File: src/rtl/sonar_pkg.sv
// ---------------------------------------------------------------------------
// sonar_pkg : shared types and constants for the sonar echo capture path
// Rev 1.0
// ---------------------------------------------------------------------------
`default_nettype none

package sonar_pkg;

  typedef enum logic [2:0] {
    IDLE      = 3'd0,
    PING      = 3'd1,
    BLANK     = 3'd2,
    CAPTURE   = 3'd3,
    WAIT_SWAP = 3'd4
  } state_t;

  localparam int MIDSCALE = 128;
  localparam int NUM_CH   = 8;
  localparam int SAMPLE_W = 8;

endpackage

`default_nettype wire

File: src/rtl/echo_rectify.sv
// ---------------------------------------------------------------------------
// echo_rectify : one channel, registered |s - MIDSCALE| saturated and doubled
// Rev 1.0
// ---------------------------------------------------------------------------
`default_nettype none

module echo_rectify
  import sonar_pkg::*;
(
  input  logic                clk,
  input  logic                rst,
  input  logic                en_i,
  input  logic [SAMPLE_W-1:0] sample_i,
  output logic [SAMPLE_W-1:0] rect_o
);

  localparam logic [SAMPLE_W-1:0] MID_C = SAMPLE_W'(MIDSCALE);
  localparam logic [SAMPLE_W-1:0] MAX_C = SAMPLE_W'(MIDSCALE - 1);

  logic [SAMPLE_W-1:0] diff_w;
  logic [SAMPLE_W-1:0] mag_w;
  logic [SAMPLE_W-1:0] rect_d;
  logic [SAMPLE_W-1:0] rect_q;

  // Only input 0 reaches 128, so saturating to 127 keeps the doubled value in range.
  always_comb begin
    diff_w = '0;
    if (sample_i >= MID_C) begin
      diff_w = sample_i - MID_C;
    end else begin
      diff_w = MID_C - sample_i;
    end
    mag_w  = (diff_w > MAX_C) ? MAX_C : diff_w;
    rect_d = {mag_w[SAMPLE_W-2:0], 1'b0};
  end

  always_ff @(posedge clk) begin
    if (rst) begin
      rect_q <= '0;
    end else if (en_i) begin
      rect_q <= rect_d;
    end
  end

  assign rect_o = rect_q;

endmodule

`default_nettype wire

File: src/rtl/echo_capture_ctrl.sv
// ---------------------------------------------------------------------------
// echo_capture_ctrl : ping burst, blanking, rectified capture, bank swap
// Rev 1.0
// ---------------------------------------------------------------------------
`default_nettype none

module echo_capture_ctrl
  import sonar_pkg::*;
#(
  parameter int SAMPLES       = 2048,
  parameter int ADDR_W        = 11,
  parameter int PING_HALF     = 675,
  parameter int PING_PULSES   = 8,
  parameter int BLANK_SAMPLES = 64
) (
  input  logic                         clk,
  input  logic                         rst,
  input  logic                         run,
  input  logic                         sample_valid,
  input  logic [NUM_CH*SAMPLE_W-1:0]   samples,
  input  logic                         frame_sync,
  output logic                         ping_p,
  output logic                         ping_n,
  output logic                         wr_en,
  output logic [ADDR_W:0]              wr_addr,
  output logic [NUM_CH*SAMPLE_W-1:0]   wr_data,
  output logic                         rd_bank,
  output logic                         busy
);

  localparam int CYC_W  = $clog2(PING_HALF + 1);
  localparam int HALF_W = $clog2(2 * PING_PULSES + 1);
  localparam int BLK_W  = $clog2(BLANK_SAMPLES + 1);

  localparam logic [CYC_W-1:0]  CYC_LAST_C  = CYC_W'(PING_HALF - 1);
  localparam logic [HALF_W-1:0] HALF_LAST_C = HALF_W'(2 * PING_PULSES - 1);
  localparam logic [BLK_W-1:0]  BLK_LAST_C  = BLK_W'(BLANK_SAMPLES - 1);
  localparam logic [ADDR_W-1:0] IDX_LAST_C  = ADDR_W'(SAMPLES - 1);

  state_t             state_q;
  logic [CYC_W-1:0]   cyc_q;
  logic [HALF_W-1:0]  half_q;
  logic [BLK_W-1:0]   blank_q;
  logic [ADDR_W-1:0]  idx_q;
  logic               wr_bank_q;
  logic               rd_bank_q;
  logic               fs_prev_q;
  logic               ping_p_q;
  logic               ping_n_q;
  logic               wr_en_q;
  logic [ADDR_W:0]    wr_addr_q;

  logic               cap_strobe_w;
  logic               fs_rise_w;

  assign cap_strobe_w = (state_q == CAPTURE) && sample_valid;
  assign fs_rise_w    = frame_sync && !fs_prev_q;

  always_ff @(posedge clk) begin
    if (rst) begin
      state_q   <= IDLE;
      cyc_q     <= '0;
      half_q    <= '0;
      blank_q   <= '0;
      idx_q     <= '0;
      wr_bank_q <= 1'b1;
      rd_bank_q <= 1'b0;
      fs_prev_q <= 1'b0;
      ping_p_q  <= 1'b0;
      ping_n_q  <= 1'b0;
      wr_en_q   <= 1'b0;
      wr_addr_q <= '0;
    end else begin
      fs_prev_q <= frame_sync;
      wr_en_q   <= 1'b0;
      case (state_q)
        IDLE: begin
          if (run) begin
            state_q  <= PING;
            ping_p_q <= 1'b1;
            ping_n_q <= 1'b0;
            cyc_q    <= '0;
            half_q   <= '0;
          end
        end
        PING: begin
          if (cyc_q == CYC_LAST_C) begin
            cyc_q <= '0;
            if (half_q == HALF_LAST_C) begin
              state_q  <= BLANK;
              half_q   <= '0;
              ping_p_q <= 1'b0;
              ping_n_q <= 1'b0;
            end else begin
              half_q   <= half_q + HALF_W'(1);
              ping_p_q <= ~ping_p_q;
              ping_n_q <= ping_p_q;
            end
          end else begin
            cyc_q <= cyc_q + CYC_W'(1);
          end
        end
        BLANK: begin
          if (sample_valid) begin
            if (blank_q == BLK_LAST_C) begin
              blank_q <= '0;
              idx_q   <= '0;
              state_q <= CAPTURE;
            end else begin
              blank_q <= blank_q + BLK_W'(1);
            end
          end
        end
        CAPTURE: begin
          if (sample_valid) begin
            wr_en_q   <= 1'b1;
            wr_addr_q <= {wr_bank_q, idx_q};
            if (idx_q == IDX_LAST_C) begin
              idx_q   <= '0;
              state_q <= WAIT_SWAP;
            end else begin
              idx_q <= idx_q + ADDR_W'(1);
            end
          end
        end
        WAIT_SWAP: begin
          // A level already high on entry is not an edge; the display must start a new frame.
          if (fs_rise_w) begin
            rd_bank_q <= wr_bank_q;
            wr_bank_q <= ~wr_bank_q;
            if (run) begin
              state_q  <= PING;
              ping_p_q <= 1'b1;
              ping_n_q <= 1'b0;
              cyc_q    <= '0;
              half_q   <= '0;
            end else begin
              state_q <= IDLE;
            end
          end
        end
        default: begin
          state_q <= IDLE;
        end
      endcase
    end
  end

  for (genvar k = 0; k < NUM_CH; k++) begin : g_rect
    echo_rectify u_rect (
      .clk      (clk),
      .rst      (rst),
      .en_i     (cap_strobe_w),
      .sample_i (samples[k*SAMPLE_W +: SAMPLE_W]),
      .rect_o   (wr_data[k*SAMPLE_W +: SAMPLE_W])
    );
  end

  assign ping_p  = ping_p_q;
  assign ping_n  = ping_n_q;
  assign wr_en   = wr_en_q;
  assign wr_addr = wr_addr_q;
  assign rd_bank = rd_bank_q;
  assign busy    = (state_q != IDLE);

endmodule

`default_nettype wire
File: config.mk
export PLATFORM = sky130hd
export DESIGN_NAME = echo_capture_ctrl
export DESIGN_NICKNAME = d
export VERILOG_FILES = /design/src/rtl/sonar_pkg.sv /design/src/rtl/echo_rectify.sv /design/src/rtl/echo_capture_ctrl.sv
export SDC_FILE = /design/constraint.sdc
export NUM_CORES = 1
export LEC_CHECK = 0
export CAP_MARGIN = 20
export CORE_MARGIN = 2
export CORE_UTILIZATION = 48
export DETAILED_ROUTE_END_ITERATION = 12
export GPL_ROUTABILITY_DRIVEN = 0
export PLACE_DENSITY = 0.81
export REMOVE_ABC_BUFFERS = 1
export SLEW_MARGIN = 20
export SYNTH_ARGS = -nofsm -noshare
export SYNTH_HDL_FRONTEND = slang
export SYNTH_SLANG_ARGS = --single-unit
File: constraint.sdc
create_clock -name clk -period 2.55 [get_ports clk]
set_clock_uncertainty 0.2 [all_clocks]
set_input_delay 0.765 -clock clk [delete_from_list [all_inputs] [get_ports clk]]
set_output_delay 0.765 -clock clk [all_outputs]
set_load 0.02 [all_outputs]
Word level (Yosys, flattened, before mapping)
Index checks and enable logic that the tools add are counted.
{ "classes": {"add_sub_neg": 20, "multipliers": 0, "div": 0, "n_lt_le_gt_ge": 16, "eq_ne": 16, "shifts": 0, "n_mux": 52, "bitwise_logic": 3, "reduce_logical": 15} }
{ "ops": {"columns": ["op", "count"], "rows": [
  ["8-bit >= comparator, second input constant", 8],
  ["8-bit by 7-bit > comparator with 1-bit output, second input constant", 8],
  ["8-bit two-way mux", 8],
  ["8-bit subtractor, first input constant", 8],
  ["8-bit subtractor, second input constant", 8],
  ["7-bit two-way mux", 9],
  ["11-bit two-way mux", 4],
  ["10-bit two-way mux", 3],
  ["10-bit case mux with 3 select lines", 1],
  ["3-bit two-way mux", 8],
  ["11-bit case mux with 2 select lines", 1],
  ["5-bit two-way mux", 4],
  ["3-bit case mux with 5 select lines", 1],
  ["5-bit case mux with 3 select lines", 1],
  ["2-bit != test, second input constant", 7],
  ["11-bit by 1-bit adder with 11-bit output, second input constant", 1],
  ["11-bit == test, second input constant", 1],
  ["10-bit by 1-bit adder with 10-bit output, second input constant", 1],
  ["10-bit == test, second input constant", 1],
  ["1-bit two-way mux", 10],
  ["2-bit AND reduction", 4],
  ["8-bit AND reduction", 1],
  ["7-bit by 1-bit adder with 7-bit output, second input constant", 1],
  ["7-bit by 6-bit == test with 1-bit output, second input constant", 1],
  ["16 further kinds", 22]
]} }
{ "word_totals": {"ff_bits": 110, "latch_bits": 0, "ramBits": 0, "romBits": 0, "in_bits": 69, "output_inout_bits": 81, "wordCells": 142, "n_memories": 0} }

Longest topological paths before layout
{ "depth": {"depth_word": 4, "mapped_depth": 8, "ltp_nobuf": 7} }

Cells and area by module
From an unflattened synthesis, not the netlist that was laid out.
{ "hier_totals": {"cells_unflattened": 693, "hier_area_um2": 6072.1} }
{ "by_module_without_submodules": {"columns": ["mod", "instances", "cells_per_inst", "area_each_um2", "seq_area_each_um2"], "rows": [
  ["echo_rectify", 8, 49, 440.4, 140.1],
  ["echo_capture_ctrl", 1, 301, 2548.7, 1081.0]
]} }

Worst setup path before layout
OpenSTA, ideal clock, no wires.
{ "synth_path": {"path_kind": "input port to flip-flop", "startpoint": "input port frame_sync", "endpoint": "register half_q[3]", "setup_time_ps": 70, "arrival_time_ps": 2192, "required_time_ps": 2280, "setup_slack_ps": 87, "stages": 5, "path_buffers": 0, "cell_sequence": "or3b_4 -> a211oi_4 -> nand2_2 -> or4_1 -> a21oi_1"} }
{ "synth_via": {"elab_chain_len": 3} }
{ "synth_rtl": {"columns": ["element", "line", "text"], "rows": [
  ["start, declared", "echo_capture_ctrl.sv:21", "input logic frame_sync,"],
  ["1-bit logical AND", "echo_capture_ctrl.sv:57", "assign fs_rise_w = frame_sync && !fs_prev_q;"],
  ["2-bit != test (no line)", null, null],
  ["3-bit AND reduction (no line)", null, null],
  ["end signal, assigned", "echo_capture_ctrl.sv:95", "half_q <= half_q + HALF_W'(1);"],
  ["end, declared", "echo_capture_ctrl.sv:42", "logic [HALF_W-1:0] half_q;"]
]} }
Every way passes these cells.
A chain may end at the register's enable or synchronous reset.

Final worst setup path
{ "layout_path": {"startpoint": "register idx_q[0]", "endpoint": "register state_q[1]"} }
{ "layout_via": {"elab_chain_len": 3} }
{ "layout_rtl": {"columns": ["element", "line", "text"], "rows": [
  ["start, declared", "echo_capture_ctrl.sv:44", "logic [ADDR_W-1:0] idx_q;"],
  ["start signal, assigned", "echo_capture_ctrl.sv:122", "idx_q <= idx_q + ADDR_W'(1);"],
  ["11-bit == test", "echo_capture_ctrl.sv:118", "if (idx_q == IDX_LAST_C) begin"],
  ["2-bit by 1-bit != test with 1-bit output (no line)", null, null],
  ["8-bit AND reduction (no line)", null, null],
  ["end signal, assigned", "echo_capture_ctrl.sv:120", "state_q <= WAIT_SWAP;"],
  ["end signal, assigned", "echo_capture_ctrl.sv:132", "state_q <= PING;"],
  ["end signal, assigned", "echo_capture_ctrl.sv:138", "state_q <= IDLE;"],
  ["end, declared", "echo_capture_ctrl.sv:40", "state_t state_q;"]
]} }
Every way passes these cells.

==> flow_summary.ini <==
[grt]
grt_pass1_vias = 5288
grt.total_usage_pct = 23.19
grt_max_degree = 42
overflow = 0
grt_pass1_wl_um = 22920
antenna_found_initial = 0

[clocking]
clock_path_buffers = 2
cts_buffers = 9
cts_tree = built
postCtsHoldBufs = 0
clkSinkCount = 110
clock_latency_ps = 350
clockRootBuffer = clkbuf_16
clk_pin_slew_ps = 70
cts_max_level = 3

[critical_path]
critPathKind = register to register
required_ps = 2590
cp.arrival_ps = 2380
path_max_fanout = 5
critPathLaunchType = register
critPathCaptureType = register

[cells_and_area]
layout.nets = 915
num_antenna_cells = 0
fill_cells = 935
stdcell_area_mm2 = 0.007530
area_growth_pct = 39.14
postLayoutCoreUtil_pct = 68.86
drive_gt1_share_pct = 8.592
regArea_mm2 = 0.002203
multiInputGateArea_mm2 = 0.002963

[timing]
setup_viol = 0
hold_ws_ps = 253.3
min_period_over_period_pct = 91.84
fin_setup_tns_ps = 0
hold_viol = 0
min_period_ps = 2342
slew_headroom_pct = 61.92
fmax_mhz = 427.0
rsz0062_at_grt = false
worst_pin_slew_ps = 563.8
worst_slack_ps = 208.0
slew_viol_final = 0

[yosys]
ys_seq_area_share_pct = 40.69
ys_warn_count = 0
ys_ff_latch = 110
synth_top_family_by_area = compound AO/OA/AOI/OAI gates
synth_compound_area_share_pct = 22.27
synth_edf_count = 0
synthesis.area_mm2 = 0.005411
syn_inst = 676
synth-adder-area-share_pct = 3.006
synth_cell_types = 55
synthXorXnorAreaFrac_pct = 7.769
synthFlopType = dfxtp_1
synthSimpleGateAreaFrac_pct = 18.29
synthArstFlopShare_pct = 0
muxShareOfSynthArea_pct = 2.035
syn-mean-instance-area_um2 = 8.005

[power]
combinationalPowerShare_pct = 24.4
p_sw_share_pct = 29.14
leakagePower_nw = 2.825
p_int_mw = 3.108
clkPwrFrac_pct = 33.0
p_per_area_mw_per_mm2 = 582.5
p_seq_share_pct = 42.6
ir_drop_mv = 0.3165
power.switching_mw = 1.278

[routing]
wl_per_cell_um = 14.53
drtIter0Drc = 311
via_count = 5367
viasPerCell = 5.488
drc = 0
drtPass1Iterations = 5
wl_um = 14210
ant_nets = 0

[place]
dpl_cell_area_mm2 = 0.007167
hpwl_um = 10390
port_buffers = 141
place_ws_ps = -429.8

[run]
drv_cap = 0

[die]
die-area_mm2 = 0.01214
die_y_um = 110.2
initial_core_util_pct = 49.49
die_x_um = 110.2
io_pins = 150
row_count = 38
coreArea_mm2 = 0.01094

[status]
status = finished clean

[worst_hold_path]
hold_path_class = register to register
-- worst paths after layout --
kind                              endpoint  cells past startpoint  slack (ps)  startpoint
worst max-delay path            state_q[1]                      6         210    idx_q[0]
worst min register to register  blank_q[6]                      2         250  blank_q[6]
worst max register to register  state_q[1]                      6         210    idx_q[0]
worst min-delay path            blank_q[6]                      2         250  blank_q[6]
-- power by group through the flow --
stage | registers, mW | logic, mW | clock network [mW]
after floorplan | 1.96 | 0.459 | 0
after global placement | 1.90 | 0.998 | 0
after detailed placement | 1.90 | 1.03 | 0
after CTS | 1.87 | 1.04 | 1.47
after global routing | 1.88 | 1.17 | 1.53
final | 1.87 | 1.07 | 1.45
-- critical path: stages, from the launching register on --
cell and delay [ps]:
dfxtp_1 420, ha_1 230, nand3_1 200, nor4_2 340, nor2_1 140, or3_1 450, o32ai_1 260
-- repair_timing --
item                       in CTS  in global routing
setup endpoints to repair       5                 10
pin swaps                       3                  2
setup buffers                   0                  1
gates resized for setup         4                  8
-- sequential cells by signal, indices dropped and copies added, names as in the netlist --
register              cells
g_rect.u_rect.rect_o     56
wr_addr                  12
idx_q                    11
cyc_q                    10
blank_q                   7
half_q                    5
state_q                   3
fs_prev_q                 1
ping_n                    1
ping_p                    1
rd_bank                   1
wr_bank_q                 1
wr_en                     1
-- kinds of logic after synthesis --
group / count (synthesis)
compound gates: 213
simple gates: 206
flops: 110
buf+inv: 74
xor+xnor: 48
fa+ha+maj: 13
mux: 11
other cells: 1
-- Yosys cell counts (4+ instances only) --
| master | instances | area (µm²) |
|---|---|---|
| nand2_1 | 55 | 206.5 |
| ha_1 | 13 | 162.7 |
| nand3b_1 | 5 | 37.54 |
| xor2_1 | 11 | 96.34 |
| nor4_1 | 4 | 25.02 |
| inv_1 | 30 | 112.6 |
| xnor2_1 | 37 | 324.1 |
| clkbuf_1 | 33 | 123.9 |
| nand4b_1 | 4 | 35.03 |
| buf_4 | 8 | 60.06 |
| nor4b_1 | 5 | 43.79 |
| a211oi_1 | 7 | 52.55 |
| nand4_1 | 5 | 31.28 |
| a21oi_1 | 98 | 490.5 |
| nor2_1 | 69 | 259.0 |
| nor3_1 | 22 | 110.1 |
| o21a_1 | 6 | 45.04 |
| o21ai_0 | 67 | 335.3 |
| mux2i_1 | 11 | 110.1 |
| nand3_1 | 12 | 60.06 |
| a31oi_1 | 12 | 75.07 |
| dfxtp_1 | 110 | 2202 |
| or3_1 | 8 | 50.05 |
-- cell usage in the layout, fill, tap and decap left out, drive strengths merged, types with 13 or more instances in the layout --
master / instances
ha: 13
buf: 43
nor3: 23
xnor2: 37
inv: 32
o21ai: 67
clkdlybuf4s50: 138
dfxtp: 110
a21oi: 98
nand2: 56
nor2: 69
-- cell type report --
| cell class | instances | share of cell area [%] |
|---|---|---|
| inverters | 30 | 1.496 |
| well taps | 140 | 2.326 |
| clock buffers | 11 | 3.224 |
| repair buffers | 183 | 23.48 |
| multi-input cells | 499 | 39.35 |
| flip-flops and latches | 110 | 29.26 |
| clock inverters | 5 | 0.8641 |
-- stage by stage --
step	cells	total power, mW
floorplan	639	2.416
global placement	961	2.895
detailed placement	961	2.938
CTS	977	4.384
global route	978	4.580
finish	978	4.386
-- layer usage --
| layer | track usage [%] | vias to the layer above | wire length, µm |
|---|---|---|---|
| li1 | - | 2691 | - |
| met1 | 27.24 | 2505 | 6045 |
| met2 | 42.64 | 149 | 7144 |
| met3 | 3.821 | 22 | 785 |
| met4 | 7.768 | 0 | 239 |
| met5 | 0 | - | 0 |
(Power assumes the default switching activity.)
